File: config.mk
export PLATFORM = sky130hd
export DESIGN_NAME = alu_op_sequencer_flat
export DESIGN_NICKNAME = d
export VERILOG_FILES = /design/src/rtl/alu_seq_pkg.sv /design/src/rtl/alu_seq_if.sv /design/src/rtl/alu_seq_fifo.sv /design/src/rtl/alu_op_sequencer.sv /design/src/flat_wrapper.sv
export SDC_FILE = /design/constraint.sdc
export NUM_CORES = 1
export LEC_CHECK = 0
export CORE_MARGIN = 2
export CORE_UTILIZATION = 45
export CTS_CLUSTER_SIZE = 40
export DETAILED_ROUTE_END_ITERATION = 8
export PLACE_DENSITY_LB_ADDON = 0.05
export SYNTH_ARGS = -nofsm -noshare
export SYNTH_HDL_FRONTEND = slang
export SYNTH_SLANG_ARGS = --single-unit
File: constraint.sdc
create_clock -name clk -period 2.3 [get_ports clk]
set_input_delay 0.69 -clock clk [delete_from_list [all_inputs] [get_ports clk]]
set_output_delay 0.69 -clock clk [all_outputs]
set_load 0.1 [all_outputs]
File: src/rtl/alu_seq_pkg.sv
// alu_seq_pkg: shared constants and types for the ALU operation sequencer.
//   - ALU control codes OP_ADD..OP_SHR
//   - FSM state encoding ST_IDLE / ST_EXEC
//   - command FIFO entry layout {op, a, b, use_acc} (CMD_W bits)
package alu_seq_pkg;

  localparam logic [2:0] OP_ADD = 3'b000;
  localparam logic [2:0] OP_SUB = 3'b001;
  localparam logic [2:0] OP_AND = 3'b010;
  localparam logic [2:0] OP_OR  = 3'b011;
  localparam logic [2:0] OP_XOR = 3'b100;
  localparam logic [2:0] OP_NOT = 3'b101;
  localparam logic [2:0] OP_SHL = 3'b110;
  localparam logic [2:0] OP_SHR = 3'b111;

  localparam logic [0:0] ST_IDLE = 1'b0;
  localparam logic [0:0] ST_EXEC = 1'b1;

  localparam int CMD_W       = 8;
  localparam int CMD_UACC_POS = 0;
  localparam int CMD_B_LSB   = 1;
  localparam int CMD_A_LSB   = 3;
  localparam int CMD_OP_LSB  = 5;

  typedef struct packed {
    logic [2:0] op;
    logic [1:0] a;
    logic [1:0] b;
    logic       use_acc;
  } cmd_t;

  function automatic cmd_t cmd_unpack(input logic [CMD_W-1:0] raw);
    cmd_t c;
    c.op      = raw[CMD_OP_LSB +: 3];
    c.a       = raw[CMD_A_LSB +: 2];
    c.b       = raw[CMD_B_LSB +: 2];
    c.use_acc = raw[CMD_UACC_POS];
    return c;
  endfunction

endpackage

File: src/rtl/alu_seq_if.sv
// alu_seq_if: bundles the command stream, the ALU operand/control bus and the
// result stream of the ALU operation sequencer.
//   master : the sequencer itself (accepts commands, drives the ALU, offers results)
//   slave  : the surrounding logic (issues commands, hosts the ALU, consumes results)
interface alu_seq_if;
  logic       cmd_valid;
  logic       cmd_ready;
  logic [2:0] cmd_op;
  logic [1:0] cmd_a;
  logic [1:0] cmd_b;
  logic       cmd_use_acc;
  logic       acc_clr;

  logic [1:0] alu_a;
  logic [1:0] alu_b;
  logic [2:0] alu_control;
  logic [2:0] alu_result;
  logic       alu_overflow;

  logic       res_valid;
  logic       res_ready;
  logic [2:0] res_data;
  logic       res_ovf;
  logic       busy;

  modport master (
    input  cmd_valid, cmd_op, cmd_a, cmd_b, cmd_use_acc, acc_clr,
    input  alu_result, alu_overflow, res_ready,
    output cmd_ready, alu_a, alu_b, alu_control,
    output res_valid, res_data, res_ovf, busy
  );

  modport slave (
    output cmd_valid, cmd_op, cmd_a, cmd_b, cmd_use_acc, acc_clr,
    output alu_result, alu_overflow, res_ready,
    input  cmd_ready, alu_a, alu_b, alu_control,
    input  res_valid, res_data, res_ovf, busy
  );
endinterface

File: src/rtl/alu_seq_fifo.sv
// alu_seq_fifo: synchronous FIFO, DEPTH entries (power of 2, >= 2) of W bits.
//   clk, rst     : clock, synchronous active-high reset (empties the FIFO)
//   push/wr_data : write request, ignored while full
//   pop          : read request, ignored while empty
//   rd_data      : head entry (valid while !empty)
//   full, empty  : occupancy flags
module alu_seq_fifo #(
  parameter int DEPTH = 4,
  parameter int W     = 8
) (
  input  logic         clk,
  input  logic         rst,
  input  logic         push,
  input  logic [W-1:0] wr_data,
  input  logic         pop,
  output logic [W-1:0] rd_data,
  output logic         full,
  output logic         empty
);
  localparam int AW = $clog2(DEPTH);
  localparam logic [AW:0] PTR_ONE = 1;

  logic [W-1:0] mem [DEPTH];
  // Pointers carry one wrap bit so full and empty are distinguishable.
  logic [AW:0]  wr_ptr, rd_ptr;
  logic         do_push, do_pop;

  assign do_push = push && !full;
  assign do_pop  = pop && !empty;

  always_ff @(posedge clk) begin
    if (rst) begin
      wr_ptr <= '0;
      rd_ptr <= '0;
    end else begin
      if (do_push) wr_ptr <= wr_ptr + PTR_ONE;
      if (do_pop)  rd_ptr <= rd_ptr + PTR_ONE;
    end
  end

  always_ff @(posedge clk) begin
    if (do_push) mem[wr_ptr[AW-1:0]] <= wr_data;
  end

  assign rd_data = mem[rd_ptr[AW-1:0]];
  assign empty   = (wr_ptr == rd_ptr);
  assign full    = (wr_ptr[AW] != rd_ptr[AW]) && (wr_ptr[AW-1:0] == rd_ptr[AW-1:0]);
endmodule

File: src/rtl/alu_op_sequencer.sv
// alu_op_sequencer: initiator for a 2-bit combinational ALU core.
//   clk, rst : clock, synchronous active-high reset
//   bus      : alu_seq_if.master -- command stream in, registered ALU
//              operands/control out, ALU result/overflow in, result stream out,
//              busy status
// Commands are queued in a DEPTH-entry FIFO, issued to the ALU one at a time
// (IDLE -> EXEC -> IDLE, one op per 2 cycles) and the result is captured into
// a holding register and a 2-bit accumulator that later commands may use as A.
// Optional build macro ALU_SEQ_STATS_EN adds saturating op_count / ovf_count.
module alu_op_sequencer
  import alu_seq_pkg::*;
#(
  parameter int DEPTH = 4
) (
  input  logic            clk,
  input  logic            rst,
  alu_seq_if.master       bus
`ifdef ALU_SEQ_STATS_EN
  ,
  output logic [7:0]      op_count,
  output logic [7:0]      ovf_count
`endif
);

  logic [0:0]       state;
  logic [1:0]       acc;
  logic [1:0]       alu_a, alu_b;
  logic [2:0]       alu_control;
  logic             res_valid;
  logic [2:0]       res_data;
  logic             res_ovf;

  cmd_t             wr_cmd, head;
  logic [CMD_W-1:0] rd_raw;
  logic             full, empty, pop;

  assign wr_cmd = '{op: bus.cmd_op, a: bus.cmd_a, b: bus.cmd_b, use_acc: bus.cmd_use_acc};

  alu_seq_fifo #(.DEPTH(DEPTH), .W(CMD_W)) u_fifo (
    .clk     (clk),
    .rst     (rst),
    .push    (bus.cmd_valid),
    .wr_data (wr_cmd),
    .pop     (pop),
    .rd_data (rd_raw),
    .full    (full),
    .empty   (empty)
  );

  assign head = cmd_unpack(rd_raw);

  // Only issue when the result slot is free or being freed this edge, so an
  // unconsumed result is never overwritten.
  assign pop = (state == ST_IDLE) && !empty && (!res_valid || bus.res_ready);

  always_ff @(posedge clk) begin
    if (rst) begin
      state       <= ST_IDLE;
      acc         <= '0;
      alu_a       <= '0;
      alu_b       <= '0;
      alu_control <= '0;
      res_valid   <= 1'b0;
      res_data    <= '0;
      res_ovf     <= 1'b0;
    end else begin
      if (res_valid && bus.res_ready) res_valid <= 1'b0;

      if (state == ST_EXEC) begin
        // A new capture overrides the consume-clear above.
        res_data  <= bus.alu_result;
        res_ovf   <= bus.alu_overflow;
        res_valid <= 1'b1;
        acc       <= bus.alu_result[1:0];
        state     <= ST_IDLE;
      end else if (pop) begin
        alu_control <= head.op;
        alu_b       <= head.b;
        alu_a       <= head.use_acc ? acc : head.a;
        state       <= ST_EXEC;
      end

      // Clear has priority over the EXEC accumulator update.
      if (bus.acc_clr) acc <= '0;
    end
  end

`ifdef ALU_SEQ_STATS_EN
  always_ff @(posedge clk) begin
    if (rst) begin
      op_count  <= '0;
      ovf_count <= '0;
    end else if (state == ST_EXEC) begin
      if (op_count != 8'hFF) op_count <= op_count + 8'd1;
      if (bus.alu_overflow && ovf_count != 8'hFF) ovf_count <= ovf_count + 8'd1;
    end
  end
`endif

  assign bus.cmd_ready   = !full;
  assign bus.alu_a       = alu_a;
  assign bus.alu_b       = alu_b;
  assign bus.alu_control = alu_control;
  assign bus.res_valid   = res_valid;
  assign bus.res_data    = res_data;
  assign bus.res_ovf     = res_ovf;
  assign bus.busy        = !empty || (state == ST_EXEC) || res_valid;

endmodule

File: src/flat_wrapper.sv
// flat-port wrapper written by rule: the top's interface ports become plain ports
module alu_op_sequencer_flat import alu_seq_pkg::*;
#(
  parameter int DEPTH = 4
)
  (clk, rst, bus_cmd_valid, bus_cmd_op, bus_cmd_a, bus_cmd_b, bus_cmd_use_acc, bus_acc_clr, bus_alu_result, bus_alu_overflow, bus_res_ready, bus_cmd_ready, bus_alu_a, bus_alu_b, bus_alu_control, bus_res_valid, bus_res_data, bus_res_ovf, bus_busy);
  alu_seq_if bus_i ();
  input  logic clk;
  input  logic rst;
  input wire logic [$bits(bus_i.cmd_valid)-1:0] bus_cmd_valid;
  input wire logic [$bits(bus_i.cmd_op)-1:0] bus_cmd_op;
  input wire logic [$bits(bus_i.cmd_a)-1:0] bus_cmd_a;
  input wire logic [$bits(bus_i.cmd_b)-1:0] bus_cmd_b;
  input wire logic [$bits(bus_i.cmd_use_acc)-1:0] bus_cmd_use_acc;
  input wire logic [$bits(bus_i.acc_clr)-1:0] bus_acc_clr;
  input wire logic [$bits(bus_i.alu_result)-1:0] bus_alu_result;
  input wire logic [$bits(bus_i.alu_overflow)-1:0] bus_alu_overflow;
  input wire logic [$bits(bus_i.res_ready)-1:0] bus_res_ready;
  output wire logic [$bits(bus_i.cmd_ready)-1:0] bus_cmd_ready;
  output wire logic [$bits(bus_i.alu_a)-1:0] bus_alu_a;
  output wire logic [$bits(bus_i.alu_b)-1:0] bus_alu_b;
  output wire logic [$bits(bus_i.alu_control)-1:0] bus_alu_control;
  output wire logic [$bits(bus_i.res_valid)-1:0] bus_res_valid;
  output wire logic [$bits(bus_i.res_data)-1:0] bus_res_data;
  output wire logic [$bits(bus_i.res_ovf)-1:0] bus_res_ovf;
  output wire logic [$bits(bus_i.busy)-1:0] bus_busy;
  assign bus_i.cmd_valid = bus_cmd_valid;
  assign bus_i.cmd_op = bus_cmd_op;
  assign bus_i.cmd_a = bus_cmd_a;
  assign bus_i.cmd_b = bus_cmd_b;
  assign bus_i.cmd_use_acc = bus_cmd_use_acc;
  assign bus_i.acc_clr = bus_acc_clr;
  assign bus_i.alu_result = bus_alu_result;
  assign bus_i.alu_overflow = bus_alu_overflow;
  assign bus_i.res_ready = bus_res_ready;
  assign bus_cmd_ready = bus_i.cmd_ready;
  assign bus_alu_a = bus_i.alu_a;
  assign bus_alu_b = bus_i.alu_b;
  assign bus_alu_control = bus_i.alu_control;
  assign bus_res_valid = bus_i.res_valid;
  assign bus_res_data = bus_i.res_data;
  assign bus_res_ovf = bus_i.res_ovf;
  assign bus_busy = bus_i.busy;
  alu_op_sequencer #(.DEPTH(DEPTH)) u_core (.clk(clk), .rst(rst), .bus(bus_i));
endmodule
Yosys cells after proc, flatten, opt, wreduce, memory -nomap -nowiden. Memories as Yosys holds them, arrays and structs flattened. A register that Yosys moved wholly into a read port is not among the register bits. Cells that the tools add are included.

Reduce and logical (&&, ||, !) cells: 16. Eq/ne operators: 3. Multipliers: 0. Shifts and indexed selects: 0. $lt $le $gt $ge: 0. Divide/modulo/power cells: 0. Muxes and demuxes: 8. Bitwise operators: 1. $add $sub $neg: 2.

Operators with widths (count): 3-bit by 1-bit adder with 3-bit output (second input constant) (2); 1-bit logical AND (6); 2-bit two-way mux (3); 1-bit two-way mux (5); 2-bit OR reduction (2); 3-bit == test (1); 1-bit zero test (3); 1-bit logical OR (3); 2-bit == test (1); 2-bit AND reduction (1); 2-bit nonzero test (1); 1-bit inequality test (1); 1-bit inverter (1).

Bits in registers: 21. RAM bits: 32. ROM bits: 0. Bits in latches: 0. Logic and storage cells: 41. Memories: 1. Output and inout port bits: 14.

Memory list: u_core.u_fifo.mem (words 4, bits a word 8, read ports 1, clocked after Yosys merged registers in 1, write ports 1, RTL line alu_seq_fifo.sv:23) `logic [W-1:0] mem [DEPTH];`.

Logic depth before layout (Yosys ltp). Gate-level depths: netlist (run 1).

Depth after elaboration: 7. Mapped depth: 5. Depth with buffers taken out: 4.

Cells and area by module. A second synthesis (run 1) with hierarchy kept.

Cell total of the unflattened synthesis: 172. Area total of the unflattened synthesis: 2381.0 um^2.

By module, submodules not included: alu_seq_fifo (cells each 110, times used 1, area an instance 1731.7 um^2, seq. area each 1121.1 um^2); alu_op_sequencer (cells each 62, times used 1, area an instance 649.4 um^2, seq. area each 300.3 um^2).

Least setup slack after synthesis (run 1). No wires, ideal clock.

Path type: register -> output. From: register u_core.res_valid (netlist: u_core.bus.res_valid). To: output port bus_busy. Stages on the path, launching flop included: 3. Setup slack: -0.142 ns. Arrival time: 1.752 ns. Buffers on the path: 0. Required time: 1.610 ns. Path through: dfxtp_1 -> nor2_1 -> nand4_1.

Cells in the longest elaborated chain, start to end: 1.

Ends and longest elaborated chain: start: declaration (RTL line alu_op_sequencer.sv:29) `logic res_valid;`; start signal: assignment (RTL line alu_op_sequencer.sv:63) `res_valid <= 1'b0;`; start signal: assignment (RTL line alu_op_sequencer.sv:67) `if (res_valid && bus.res_ready) res_valid <= 1'b0;`; start signal: assignment (RTL line alu_op_sequencer.sv:73) `res_valid <= 1'b1;`; 1-bit logical OR (RTL line alu_op_sequencer.sv:107) `assign bus.busy = !empty || (state == ST_EXEC) || res_valid;`; end: declaration (RTL line flat_wrapper.sv:26) `output wire logic [$bits(bus_i.busy)-1:0] bus_busy;`.

No other way between the ends.

Worst setup path in the final report (run 1).
From: register u_core.u_fifo.wr_ptr[0]. To: output port bus_cmd_ready.

Cells in the longest elaborated chain, start to end: 3.

Ends and longest elaborated chain: start: declaration (RTL line alu_seq_fifo.sv:25) `logic [AW:0] wr_ptr, rd_ptr;`; start signal: assignment (RTL line alu_seq_fifo.sv:36) `if (do_push) wr_ptr <= wr_ptr + PTR_ONE;`; 2-bit == test (RTL line alu_seq_fifo.sv:47) `assign full = (wr_ptr[AW] != rd_ptr[AW]) && (wr_ptr[AW-1:0] == rd_ptr[AW-1:0]);`; 1-bit logical AND (RTL line alu_seq_fifo.sv:47); 1-bit zero test (RTL line alu_op_sequencer.sv:100) `assign bus.cmd_ready = !full;`; end: declaration (RTL line flat_wrapper.sv:19) `output wire logic [$bits(bus_i.cmd_ready)-1:0] bus_cmd_ready;`.

No other way between the ends.

==> impl_metrics.csv, run 1 <==
group,metric,value,unit
run_status,status,"completed",
power_and_ir_drop,ir_worst_vdd,835,uV
sta,max_slew_margin,71.5,%
place,dpl.hpwl,2.75,mm
place,place.gp.congestion,0.691,
sta,slew_violations,0,
global_routing,grt_max_degree,18,
place,place_area,0.00257,mm^2
global_routing,grt_antenna_before_repair,0,
finish,final_layout_size_suffix_gt1_share,27.2,%
worst_setup_path,worstPathArrival,1530,ps
route,vias,1218,
global_routing,grt_use_total,15.4,%
worst_setup_path,path_class,"reg2out",
route,dr.first_iter.drc_count,54,
synthesis,ys_warn_count,0,
sta,rsz0062_at_grt,"false",
worst_setup_path,worstSetupEndpointType,"primary output",
floorplan,pin_count,31,
floorplan,die_area,0.00536,mm^2
cts,cts.repair.resized,0,
finish,diodes,0,
finish,fill_cells,377,
cts,clock_path_buffers,2,
finish,design_area,0.00269,mm^2
route,drt-total-wl,3.73,mm
route,antenna_left,0,
finish,nets,201,
worst_hold_path,holdCritPathClass,"reg2reg",
finish,areaGrowthSynthToFinish,24.5,%
sta,timing.fmax,450,MHz
floorplan,die_height,73.2,um
place,portBuffers,30,
worst_setup_path,worstPathRequired,1610,ps
cts,cts.sinks,55,
global_routing,overflow,0,
route,drtPass1Iterations,4,
global_routing,first_global_vias,1239,
sta,final.setup_skew,9.15,ps
sta,period_needed,2220,ps
sta,worst_slack,79.4,ps
place,pre_cts_ws,188,ps
cts,cts_tree,"yes",
finish,mostFrequentLayoutCells,"edfxtp_1, dfxtp_1, buf_4",
synthesis,synth_seq_cells,55,
sta,finalCritPeriodShare,96.5,%
route,drc,0,
worst_setup_path,crit_path_start_kind,"register",
synthesis,synthesis.nets,160,
global_routing,grt_first_pass_wirelength,5.98,mm
synthesis,netlist_instances,138,
floorplan,start_util,46.3,%
cts,clkTransAtPathRegs,90,ps
power_and_ir_drop,powerDensity,1300,mW/mm^2
route,post_drt_wl_per_cell,15.9,um
sta,tightest_slew,427,ps
sta,hold_viol,0,
worst_setup_path,critPathMaxFanout,6,
flow_run,max_cap_viol_count,0,
synthesis,syn-cell-area,0.00216,mm^2
cts,htreeDepth,2,
power_and_ir_drop,p_leak,0.992,nW
route,post_drt_via_cell_ratio,5.21,
floorplan,num_rows,25,
floorplan,core,0.00466,mm^2
cts,hold_buffers,0,
synthesis,postSynthAreaPerCell,15.6,um^2
finish,final_common_cell,"edfxtp_1",
sta,setup_viol,0,
cts,numCtsBuffers,5,
floorplan,die_w,73.2,um
synthesis,yosysSeqAreaShare,65.9,%
synthesis,synth_cell_type_count,28,
cts,cts_root_buf,"clkbuf_8",
cts,worst_skew_pair.late_latency,300,ps
cts,postCtsSetupBuffers,0,
sta,final.setup.tns,0,ps
## critical path, stage by stage (launching register included)
cell and delay, ps:
dfxtp_1 530, xor2_1 150, or3_1 370, buf_12 190
## registers in the layout, indices dropped and copies added (netlist names), named ones only
name / flops
u_core.acc: 2
u_core.bus.alu_control: 3
u_core.bus.res_valid: 1
u_core.bus.alu_b: 2
u_core.u_fifo.mem: 32
u_core.u_fifo.wr_ptr: 3
u_core.bus.res_data: 3
u_core.u_fifo.rd_ptr: 3
u_core.bus.alu_a: 2
u_core.state: 1
u_core.bus.res_ovf: 1
## report_power, final
part           switching, W  internal (W)
Clock              0.000294      0.000329
Combinational       0.00101      0.000547
Sequential         0.000120       0.00119
Total               0.00143       0.00207
## layer usage
metal	vias up	part of all wire, %	track usage [%]
met2	17	51	25.9
met4	0	1.5	6.17
met5	-	0	0
met3	5	3.2	3.73
met1	607	44	19.0
li1	589	-	-
## cell families (layout without fill, tap and decap cells)
kind of cell | Yosys count | after routing | synth area share (%)
mux | 23 | 23 | 15.3
flops | 55 | 55 | 65.9
xor+xnor | 7 | 7 | 2.84
buf+inv | 8 | 50 | 1.80
compound gates | 8 | 8 | 4.12
fa+ha+maj | 5 | 5 | 2.90
simple gates | 32 | 32 | 7.13
## Yosys cell counts
| cell | count | area share, % |
|---|---|---|
| a211oi_2 | 2 | 1.2 |
| nor2_2 | 2 | 0.58 |
| buf_2 | 1 | 0.23 |
| buf_1 | 2 | 0.35 |
| inv_1 | 2 | 0.35 |
| a21oi_1 | 1 | 0.23 |
| xor2_1 | 2 | 0.81 |
| o21ba_2 | 1 | 0.46 |
| mux2i_1 | 15 | 7.0 |
| ha_1 | 5 | 2.9 |
| xnor2_1 | 5 | 2.0 |
| nand2b_1 | 2 | 0.58 |
| edfxtp_1 | 32 | 45 |
| buf_6 | 1 | 0.52 |
| clkbuf_1 | 2 | 0.35 |
| a311oi_4 | 1 | 1.2 |
| dfxtp_1 | 23 | 21 |
| nand4_1 | 1 | 0.29 |
| nor2b_1 | 2 | 0.58 |
| mux4_2 | 8 | 8.4 |
| o31a_1 | 1 | 0.41 |
| or3_1 | 1 | 0.29 |
| nand3_1 | 1 | 0.23 |
| o21ai_0 | 1 | 0.23 |
| a31o_2 | 1 | 0.41 |
| nor3_1 | 2 | 0.46 |
| nor2_1 | 17 | 3.0 |
| and2_1 | 4 | 1.2 |
## stage by stage
| stage | hold WS (ps) | total power [W] | std cells | utilization (%) |
|---|---|---|---|---|
| after global placement | 480 | 0.00290 | 226 | 55.2 |
| after detailed placement | 488 | 0.00291 | 226 | 55.2 |
| after CTS | 512 | 0.00354 | 234 | 57.6 |
| after floorplan | 493 | 0.00254 | 138 | - |
| after global routing | 543 | 0.00366 | 234 | 57.6 |
| final | 504 | 0.00350 | 234 | 57.6 |
## final cells by class
class / instances / area, um^2 / area share (%)
multi-input cells: 75 / 712 / 26.5
inverters: 2 / 7.51 / 0.279
well taps: 54 / 67.6 / 2.52
flip-flops and latches: 55 / 1420 / 53.0
repair buffers: 40 / 365 / 13.6
clock inverters: 2 / 38.8 / 1.44
clock buffers: 6 / 72.6 / 2.70
## worst paths after layout
check / startpoint / slack [ps] / depth (start not counted) / endpoint
min reg2reg: u_core.bus.res_data[2] / 500 / 2 / u_core.bus.res_data[2]
max: u_core.u_fifo.wr_ptr[0] / 80 / 3 / bus_cmd_ready
max reg2reg: u_core.u_fifo.wr_ptr[0] / 590 / 4 / u_core.u_fifo.mem[0][2]
min: u_core.bus.res_data[2] / 500 / 2 / u_core.bus.res_data[2]
Note: power is estimated with default switching activity, not from simulation.
==> inputs of run 2 (changes only) <==
- SKIP_CTS_REPAIR_TIMING: not set -> 1
==> results of run 2 <==
The final DEF is identical to that of run 1; final timing and power are the same.
